### config.mk
export PLATFORM = sky130hd
export DESIGN_NAME = scalar_branch_commit
export DESIGN_NICKNAME = d
export VERILOG_FILES = /design/src/rtl/scalar_branch_commit.sv
export SDC_FILE = /design/constraint.sdc
export NUM_CORES = 1
export LEC_CHECK = 0
export ABC_AREA = 1
export CAP_MARGIN = 20
export CORE_MARGIN = 2
export CORE_UTILIZATION = 70
export CTS_BUF_LIST = sky130_fd_sc_hd__clkbuf_2 sky130_fd_sc_hd__clkbuf_4 sky130_fd_sc_hd__clkbuf_8
export DETAILED_ROUTE_END_ITERATION = 6
export DONT_BUFFER_PORTS = 1
export GPL_TIMING_DRIVEN = 0
export MAX_ROUTING_LAYER = met4
export PLACE_DENSITY = 0.86
export SYNTH_ARGS = -nofsm -noshare
export SYNTH_HDL_FRONTEND = slang
export SYNTH_SLANG_ARGS = --single-unit
### constraint.sdc
create_clock -name clk -period 17.79 [get_ports clk]
set_input_delay 3.558 -clock clk [delete_from_list [all_inputs] [get_ports clk]]
set_output_delay 3.558 -clock clk [all_outputs]
set_load 0.1 [all_outputs]
### src/rtl/scalar_branch_commit.sv
// scalar_branch_commit: ALU-downstream commit stage with a 2-entry skid buffer, branch/jump resolution and registered redirect.
//   clk, rst (async, active-high), flush
//   in_*  : ALU-side op capture (valid/ready, kind, cond, result, sign bits, pc, imm, rd)
//   out_* : head entry handshake toward write-back; wb_en/wb_rd/wb_data describe the head write
//   redirect_valid/redirect_pc : one-cycle registered fetch redirect, target held until the next one
// Sign-bit encoding: POS=2'b00, ZERO=2'b01, NEG=2'b10.
module scalar_branch_commit #(
  parameter int LEN       = 32,
  parameter int REG_IDX_W = 5
) (
  input  logic                 clk,
  input  logic                 rst,
  input  logic                 flush,
  input  logic                 in_valid,
  output logic                 in_ready,
  input  logic [2:0]           in_kind,
  input  logic [2:0]           in_cond,
  input  logic [LEN-1:0]       in_result,
  input  logic [1:0]           in_sign_bits,
  input  logic [LEN-1:0]       in_pc,
  input  logic [LEN-1:0]       in_imm,
  input  logic [REG_IDX_W-1:0] in_rd,
  output logic                 out_valid,
  input  logic                 out_ready,
  output logic                 wb_en,
  output logic [REG_IDX_W-1:0] wb_rd,
  output logic [LEN-1:0]       wb_data,
  output logic                 redirect_valid,
  output logic [LEN-1:0]       redirect_pc
);
  localparam logic [1:0] SIGN_ZERO = 2'b01;
  localparam logic [1:0] SIGN_NEG  = 2'b10;
  localparam logic [2:0] K_REG_WB  = 3'd1;
  localparam logic [2:0] K_BRANCH  = 3'd2;
  localparam logic [2:0] K_JAL     = 3'd3;
  localparam logic [2:0] K_JALR    = 3'd4;
  typedef struct packed {
    logic [2:0]           kind;
    logic [2:0]           cond;
    logic [LEN-1:0]       result;
    logic [1:0]           sign;
    logic [LEN-1:0]       pc;
    logic [LEN-1:0]       imm;
    logic [REG_IDX_W-1:0] rd;
  } entry_t;
  typedef enum logic [1:0] {EMPTY, ONE, TWO} state_t;
  entry_t         ent_q [2];
  entry_t         ent_d [2];
  entry_t         head;
  state_t         state_q, state_d;
  logic           wr_ptr_q, wr_ptr_d;
  logic           rd_ptr_q, rd_ptr_d;
  logic           in_ready_q, in_ready_d;
  logic           redirect_valid_q, redirect_valid_d;
  logic [LEN-1:0] redirect_pc_q, redirect_pc_d;
  logic           in_fire, out_fire, br_taken, taken, is_link;
  logic [LEN-1:0] target;
  assign head      = ent_q[rd_ptr_q];
  assign out_valid = state_q != EMPTY;
  assign in_ready  = in_ready_q;
  assign in_fire   = in_valid & in_ready_q;
  assign out_fire  = out_valid & out_ready;
  assign br_taken  = head.cond == 3'b000 ? head.sign == SIGN_ZERO :
                     head.cond == 3'b001 ? head.sign != SIGN_ZERO :
                     head.cond == 3'b100 ? head.sign == SIGN_NEG  :
                     head.cond == 3'b101 ? head.sign != SIGN_NEG  : 1'b0;
  assign is_link   = head.kind == K_JAL || head.kind == K_JALR;
  assign taken     = head.kind == K_BRANCH ? br_taken : is_link;
  assign target    = head.kind == K_BRANCH ? head.pc + head.imm :
                     head.kind == K_JAL    ? head.result : {head.result[LEN-1:1], 1'b0};
  assign wb_en     = out_valid && (head.kind == K_REG_WB || is_link) && head.rd != '0;
  assign wb_rd     = head.rd;
  assign wb_data   = head.kind == K_REG_WB ? head.result : is_link ? head.pc + LEN'(4) : '0;
  assign redirect_valid = redirect_valid_q;
  assign redirect_pc    = redirect_pc_q;
  always_comb begin
    ent_d            = ent_q;
    state_d          = state_q;
    wr_ptr_d         = wr_ptr_q;
    rd_ptr_d         = rd_ptr_q;
    redirect_valid_d = 1'b0;
    redirect_pc_d    = redirect_pc_q;
    if (flush) begin
      state_d  = EMPTY;
      wr_ptr_d = 1'b0;
      rd_ptr_d = 1'b0;
    end else if (out_fire && taken) begin
      // a taken head discards every younger entry, including one arriving this cycle
      state_d          = EMPTY;
      wr_ptr_d         = 1'b0;
      rd_ptr_d         = 1'b0;
      redirect_valid_d = 1'b1;
      redirect_pc_d    = target;
    end else begin
      if (in_fire) begin
        ent_d[wr_ptr_q] = '{kind: in_kind, cond: in_cond, result: in_result, sign: in_sign_bits,
                            pc: in_pc, imm: in_imm, rd: in_rd};
        wr_ptr_d        = ~wr_ptr_q;
      end
      if (out_fire) rd_ptr_d = ~rd_ptr_q;
      state_d = (in_fire && !out_fire) ? (state_q == EMPTY ? ONE : TWO) :
                (out_fire && !in_fire) ? (state_q == TWO ? ONE : EMPTY) : state_q;
    end
    in_ready_d = state_d != TWO;
  end
  always_ff @(posedge clk or posedge rst) begin
    if (rst) begin
      state_q          <= EMPTY;
      wr_ptr_q         <= 1'b0;
      rd_ptr_q         <= 1'b0;
      in_ready_q       <= 1'b1;
      redirect_valid_q <= 1'b0;
      redirect_pc_q    <= '0;
    end else begin
      state_q          <= state_d;
      wr_ptr_q         <= wr_ptr_d;
      rd_ptr_q         <= rd_ptr_d;
      in_ready_q       <= in_ready_d;
      redirect_valid_q <= redirect_valid_d;
      redirect_pc_q    <= redirect_pc_d;
    end
  end
  always_ff @(posedge clk) begin
    ent_q <= ent_d;
  end
endmodule

Word level (Yosys, flattened, before mapping)
Index checks and enable logic that the tools add are counted.
{"block": "totals", "regBits": 256, "inputBits": 114, "output_inout_bits": 73, "elab_cells": 93}
{"block": "op_classes", "add_sub_neg": 2, "n_lt_le_gt_ge": 3, "eq_ne": 13, "n_mux": 29, "bitwise": 8, "reduce_logical": 18}
{"cell": "$mux 109", "n": 4}
{"cell": "$bwmux 218", "n": 1}
{"cell": "$demux 109 s1", "n": 1}
{"cell": "$mux 32", "n": 3}
{"cell": "$add 32x3->32 const B", "n": 1}
{"cell": "$add 32x32->32", "n": 1}
{"cell": "$mux 1", "n": 15}
{"cell": "$mux 2", "n": 5}
{"cell": "$eq 3x3->1 const B", "n": 3}
{"cell": "$eq 3x1->1 const B", "n": 2}
{"cell": "$eq 3x2->1 const B", "n": 2}
{"cell": "$logic_and 1x1->1", "n": 6}
{"cell": "$reduce_bool 3->1", "n": 2}
{"cell": "$reduce_bool 5->1", "n": 1}
{"cell": "$eq 2x2->1 const B", "n": 2}
{"cell": "$ge 2x2->1 const B", "n": 2}
{"cell": "$ne 2x2->1 const B", "n": 2}
{"cell": "$not 1->1", "n": 4}
{"cell": "$not 1->2", "n": 2}
{"cell": "$logic_not 3->1", "n": 1}
{"cell": "$reduce_and 3->1", "n": 1}
{"cell": "$and 1x1->1", "n": 2}
{"cell": "$eq 2x1->1 const B", "n": 1}
{"cell": "$logic_not 1->1", "n": 2}
{"cell": "6 further kinds", "n": 7}

Longest topological paths before layout
Gate-level depths: netlist (run 1).
{"block": "logic_depth", "ltp_word": 14, "ltp_mapped": 22}

Worst setup path after synthesis (run 1)
Ideal clock, no wire load.
{"block": "synth_path", "kind": "input to register", "startpoint": "input out_ready", "endpoint": "register ent_q[0] (netlist bit), enable pin", "setup_ns": 0.710, "t_arrival_ns": 11.254, "required_time_ns": 17.080, "slack_ns": 5.826, "cell_stages": 5, "path_buffers": 0, "path_cell_list": "inv_1 nor2_1 nand2_1 nand2_1 nor3_1"}
{"block": "synth_between", "elab_chain_cells": 4}
{"element": "start, declared", "line_no": "24", "source": "input logic out_ready,"}
{"element": "$and 1x1->1", "line_no": "62", "source": "assign out_fire = out_valid & out_ready;"}
{"element": "$logic_and 1x1->1", "line_no": "87", "source": "end else if (out_fire && taken) begin"}
{"element": "$not 1->1 (no line)"}
{"element": "$reduce_and 3->1 (no line)"}
{"element": "end signal, assigned", "line_no": "124", "source": "ent_q <= ent_d;"}
{"element": "end, declared", "line_no": "47", "source": "entry_t ent_q [2];"}
Every way passes these cells.
A chain may end at the register's enable or synchronous reset.

Final worst setup path (run 1)
{"block": "layout_path", "startpoint": "register rd_ptr_q", "endpoint": "output wb_en"}
{"element": "start, declared", "line_no": "52", "source": "logic rd_ptr_q, rd_ptr_d;"}
{"element": "start signal, assigned", "line_no": "117", "source": "rd_ptr_q <= rd_ptr_d;"}
{"element": "$not 1->2 (not written as such)", "line_no": "58", "source": "assign head = ent_q[rd_ptr_q];"}
{"element": "$mux 109 (not written as such) (3 in a row)", "line_no": "58"}
{"element": "named net wb_rd[4]", "line_no": "26", "source": "output logic [REG_IDX_W-1:0] wb_rd,"}
{"element": "$reduce_bool 5->1", "line_no": "71", "source": "assign wb_en = out_valid && (head.kind == K_REG_WB || is_link) && head.rd != '0;"}
{"element": "$logic_and 1x1->1", "line_no": "71"}
{"element": "end, declared", "line_no": "25", "source": "output logic wb_en,"}
The timed path passes the listed nets, and every way through them passes these cells. The select of a mux whose other input is x is not followed.

==> results of run 1 <==
[power by group]
| part | switching [mW] | internal (mW) |
|---|---|---|
| registers | 0.289 | 0.717 |
| logic | 0.550 | 0.171 |
| clock network | 0.241 | 0.282 |
[worst register-to-register path, cell delays in order, from the launching register on]
cell and delay, ns:
dfrtp_1 0.46, buf_6 0.20, inv_6 0.10, buf_6 0.17, buf_6 0.17, clkbuf_1 0.75, clkbuf_1 0.51, nand2_1 0.20
nand2_1 0.21, ha_1 0.34, nand2_1 0.12, inv_1 0.05, nand2_1 0.09, inv_1 0.07, a21oi_1 0.23, nand2_1 0.18
nand2_1 0.13, nand2_1 0.07, nand2_1 0.07, nand3_1 0.07, nand2_1 0.12, nand2_1 0.05
[state kept, by name, indices dropped and copies added, names as in the netlist]
name / count
ent_q: 218
in_ready: 1
rd_ptr_q: 1
redirect_pc: 32
redirect_valid: 1
state_q: 2
wr_ptr_q: 1
[metal layers]
metal  vias up  track usage (%)  part of all wire, %
met4         0            20.33                  6.3
met5         -                -                    0
met2       951            67.44                   45
li1       5294                -                    -
met1      5501            53.17                   36
met3       237            11.60                   13
[synthesized netlist by cell type (2+ instances only)]
master / n / share of area, %
o22ai_1: 5 / 0.23
edfxtp_1: 218 / 48
o21bai_1: 5 / 0.27
dfrtp_1: 37 / 6.8
xnor2_1: 2 / 0.13
nand3_1: 102 / 3.7
o21ai_1: 15 / 0.55
or2_2: 12 / 0.55
a21oi_1: 30 / 1.1
inv_1: 216 / 5.9
nand2_2: 8 / 0.36
nor3_1: 6 / 0.22
nand4_1: 11 / 0.50
mux2i_1: 25 / 1.8
ha_1: 32 / 2.9
buf_6: 11 / 0.90
nand3b_1: 6 / 0.33
inv_2: 3 / 0.082
buf_4: 6 / 0.33
nand2_1: 647 / 18
buf_2: 4 / 0.15
clkbuf_1: 15 / 0.41
xor2_1: 4 / 0.26
o21ai_0: 51 / 1.9
o21ai_2: 4 / 0.26
nor2_4: 2 / 0.16
clkinv_1: 2 / 0.055
nand3_2: 3 / 0.22
nor2_1: 98 / 2.7
nor2_2: 8 / 0.36
a21o_1: 2 / 0.11
nor3_2: 4 / 0.29
[worst paths after layout]
| kind | start | end | slack, ns | cells past startpoint |
|---|---|---|---|---|
| min in group asynchronous | rst | rd_ptr_q | 2.92 | 1 |
| setup / recovery | rd_ptr_q | wb_en | 9.98 | 9 |
| max in group asynchronous | rst | redirect_pc[31] | 14.37 | 2 |
| setup reg to reg | rd_ptr_q | redirect_pc[30] | 13.33 | 21 |
| hold reg to reg | wr_ptr_q | wr_ptr_q | 0.55 | 2 |
| hold / removal | wr_ptr_q | wr_ptr_q | 0.55 | 2 |
[area by class of cell]
type | count | area [um2]
well taps | 265 | 331.6
plain buffers | 37 | 249.0
repair buffers | 12 | 187.7
clock buffers | 58 | 691.9
fillers | 1277 | 4154
multi-input cells | 1091 | 5239
flip-flops and latches | 256 | 7498
diodes | 1 | 2.502
inverters | 222 | 840.8
clock inverters | 15 | 140.1
[stage by stage]
stage          std cells  util [%]  hold WS [ns]  area, um2  setup WS [ns]
3_5_place_dp        1882     74.06        0.5393      14320          10.70
6_report            1957     78.52        0.5522      15180          9.983
3_3_place_gp        1871     72.64        0.5268      14040          2.421
4_1_cts             1955     78.36        0.5508      15150          10.07
5_1_grt             1956     78.50        0.5861      15180          9.946
2_1_floorplan       1606         -        0.5116      13710          5.826
[cells by family (layout without fill, tap and decap cells)]
kind of cell    after synthesis  after routing
compound gates              116            116
other cells                   0              1
flops                       256            256
mux                          25             25
buf+inv                     259            344
fa+ha+maj                    33             33
simple gates                911            911
xor+xnor                      6              6
==> results.toml, run 1 <==
[job]
cap_violations = 0

[min_path]
hold_class = "reg2reg"

[global_route]
grt_pass1_vias = 11480
grt_pass1_wl_um = 63900
grt_usage_pct = 43.34
grt_max_degree = 72
antenna_found_initial = 0
grt_overflow_total = 0

[die]
core_um2 = 19330
dieArea_um2 = 20730
die_h_um = 144.0
start_util_pct = 70.92
boundaryPins = 187
placementRows = 51
die_w_um = 144.0

[timing]
final.setup_skew_ns = 0.03616
hold_viol_final = 0
setup_viol = 0
period_minus_slack_ns = 7.807
setup_tns_ns = 0
drv_slew = 0
fmax_ghz = 0.1281
worstMarginPinSlew_ns = 1.198
finalCritPeriodShare_pct = 43.88
rsz0062_at_grt = "no"
worst_slew_margin_rel_pct = 20.15

[route]
post_drt_wl_per_cell_um = 22.04
drt_iter0_markers = 1802
wl_um = 43130
antenna_left = 0
drt-pass1-iter-count = 7
num_vias = 11980
viasPerCell = 6.123
drc = 0

[synthesis]
synthFlopType = "edfxtp_1"
avgSynthCellArea_um2 = 8.539
synth_top_family_by_area = "simple AND/OR/NAND/NOR gates"
synth-compound-area-share_pct = 4.653
syn_area_um2 = 13710
async_flop_share_pct = 14.84
synthesis.nets = 1753
synth_cell_types = 44
syn_inst = 1606
synth_edf_count = 218
synth_mux_area_share_pct = 1.825
synthAdderAreaFrac_pct = 3.066
synth_xor_area_share_pct = 0.3832
ys_seq_elements = 256
ys_seq_area_share_pct = 54.68
yosys_warnings = 0
synthSimpleGateAreaFrac_pct = 27.46

[power_and_ir_drop]
p_leak_nw = 6.939
pwr_density_cell_nw_per_um2 = 148.2
total_power_mw = 2.251
peakVddDrop_uv = 121.9

[final_layout]
final_cell_mix = "647 x nand2_1, 218 x edfxtp_1, 215 x inv_1"
final_common_cell = "nand2_1"
syn_to_final_growth_pct = 10.70
nNetsFinal = 1807
layout-drive-gt1-share_pct = 10.41

[clocking]
cts_setup_buffers = 0
ctsHoldBuffers = 0
clk_pin_slew_ns = 0.06
htree_levels = 2
numCtsBuffers = 40
clockBufferDepth = 3
worstSkewPairLatency_ns = 0.59
ctsResizeCount = 0
clock-root-buffer = "clkbuf_8"
cts_tree = "built"
cts_sinks = 256

[worst_setup_path]
cp.buffers_inverters = 5
startpoint_type = "flop"
path_max_fanout = 10
worstPathCellList = "buf_6 -> inv_6 -> buf_6 -> buf_6 -> clkbuf_1 -> nand2_1 -> nand2_1 -> nor4_1 -> a21oi_2"
required_ns = 14.23
worstSetupPathType = "reg2out"
slowest_delay_ns = 0.98
end_kind = "output pin"
cpMaxStageDelayCell = "a21oi_2"
critical_path.top_delay_family = "buffers and inverters"
cp_common_cell = "buf_6"
arrival_ns = 4.25

[status]
status = "complete, no violations"

[placed_design]
gp_congestion = 0.9793
hpwl_um = 30650
port_buffers = 0
Note: power is estimated with default switching activity, not from simulation.
==> inputs of run 2 (changes only) <==
Settings changed: CORE_UTILIZATION 70 to 66, PLACE_DENSITY 0.86 to 0.82.
Clock period 17.79 ns to 7.8 ns, I/O delays scaled along.
==> results.toml, run 2 (synthesis results as in run 1) <==
[worst_setup_path]
setup.worst_path.start = "rd_ptr_q"
required_ns = 6.24
worstRegToRegCells = 21
worstSetupPathType = "reg2out"
path_max_fanout = 10
timing.rr.start = "rd_ptr_q"
critPathCapture = "wb_en"
end_kind = "output pin"
startpoint_type = "flop"
arrival_ns = 4.16
r2r_end = "redirect_pc[31]"
rrSetupSlack_ns = 3.71

[clocking]
cts_tree = "built"
htree_levels = 2
ctsHoldBuffers = 0
numCtsBuffers = 40
clockBufferDepth = 3
cts_setup_buffers = 0
worstSkewPairLatency_ns = 0.56
clk_pin_slew_ns = 0.07
ctsResizeCount = 0
clock-root-buffer = "clkbuf_8"
cts_sinks = 256

[global_route]
antenna_found_initial = 0
grt_max_degree = 64
grt_overflow_total = 0
grt_pass1_vias = 10870
grt_usage_pct = 36.82
grt_pass1_wl_um = 59220

[status]
status = "complete, no violations"

[die]
die_w_um = 148.1
die_h_um = 148.1
dieArea_um2 = 21950
boundaryPins = 187
core_um2 = 20300
placementRows = 52
start_util_pct = 67.55

[final_layout]
fill_cells = 1453
top_register = "ent_q"
largest_reg_flops = 218
final_common_cell = "nand2_1"
final_cell_mix = "647 x nand2_1, 218 x edfxtp_1, 215 x inv_1"
nNetsFinal = 1804
final_cells = 1957
syn_to_final_growth_pct = 10.86
antenna_cells = 0
layout-drive-gt1-share_pct = 10.08

[timing]
finalCritPeriodShare_pct = 73.35
drv_slew = 0
period_minus_slack_ns = 5.722
worst_slew_margin_rel_pct = 20.42
fin_ws_ns = 2.078
worstMarginPinSlew_ns = 1.194
rsz0062_at_grt = "no"
fmax_ghz = 0.1748
setup_tns_ns = 0
setup_viol = 0
final.setup_skew_ns = 0.03335
hold_viol_final = 0

[route]
drt-pass1-iter-count = 7
antenna_left = 0
num_vias = 11290
post_drt_wl_per_cell_um = 20.03
drc = 0
drt_iter0_markers = 1128
viasPerCell = 5.771
wl_um = 39190

[min_path]
hold_class = "reg2reg"

[power_and_ir_drop]
p_leak_nw = 6.937
peakVddDrop_uv = 257.4
pwr_density_cell_nw_per_um2 = 331.5

[placed_design]
gp_congestion = 0.9929
dp.cells = 1884
pre_cts_slack_ns = 2.796
hpwl_um = 29160
port_buffers = 0

[job]
cap_violations = 0
==> run 2: through the flow <==
step / total power, mW / utilization (%) / instance area [um2] / hold WS [ns]
final: 5.039 / 74.89 / 15200 / 0.6081
after detailed placement: 3.877 / 70.77 / 14370 / 0.5385
after floorplan: 3.497 / - / 13720 / 0.5116
after global routing: 5.242 / 74.89 / 15200 / 0.6103
after global placement: 3.818 / 69.24 / 14060 / 0.5323
after CTS: 5.010 / 74.75 / 15170 / 0.5853
==> run 2: worst min-delay path by stage <==
stage          startpoint       end  depth (start not counted)
6_report         wr_ptr_q  wr_ptr_q                          2
5_1_grt          wr_ptr_q  wr_ptr_q                          2
4_1_cts          wr_ptr_q  wr_ptr_q                          2
3_5_place_dp     wr_ptr_q  wr_ptr_q                          2
3_3_place_gp     wr_ptr_q  wr_ptr_q                          2
2_1_floorplan    wr_ptr_q  wr_ptr_q                          2
==> run 2: cell type report <==
class / instances / area, um2 / share of cell area [%]
Buffer: 37 / 249.0 / 1.638
Timing Repair Buffer: 9 / 222.7 / 1.465
Inverter: 222 / 840.8 / 5.531
Clock inverter: 14 / 97.59 / 0.6420
Clock buffer: 58 / 710.7 / 4.675
Tap cell: 270 / 337.8 / 2.222
Multi-Input combinational cell: 1091 / 5245 / 34.50
Sequential cell: 256 / 7498 / 49.33
==> run 2: power by group <==
part	switching [mW]	internal, mW	total, mW
clock	0.519	0.621	1.14
combinational	1.22	0.391	1.61
sequential	0.656	1.64	2.29
==> run 2: routing by layer <==
metal | global-route usage (%) | wire length (um) | up-vias
met3 | 7.853 | 4159 | 110
met5 | - | 0 | -
met4 | 14.24 | 1636 | 0
met1 | 47.96 | 15390 | 5253
met2 | 57.36 | 18000 | 659
li1 | - | - | 5272
==> run 2: worst max-delay path, cell delays in order, from the launching register on <==
cell      delay [ns]
dfrtp_1         0.43
buf_6           0.18
inv_6           0.10
buf_6           0.16
buf_6           0.17
clkbuf_1        0.53
nand2_1         0.12
nand2_1         0.72
nor4_1          0.22
a21oi_2         0.98
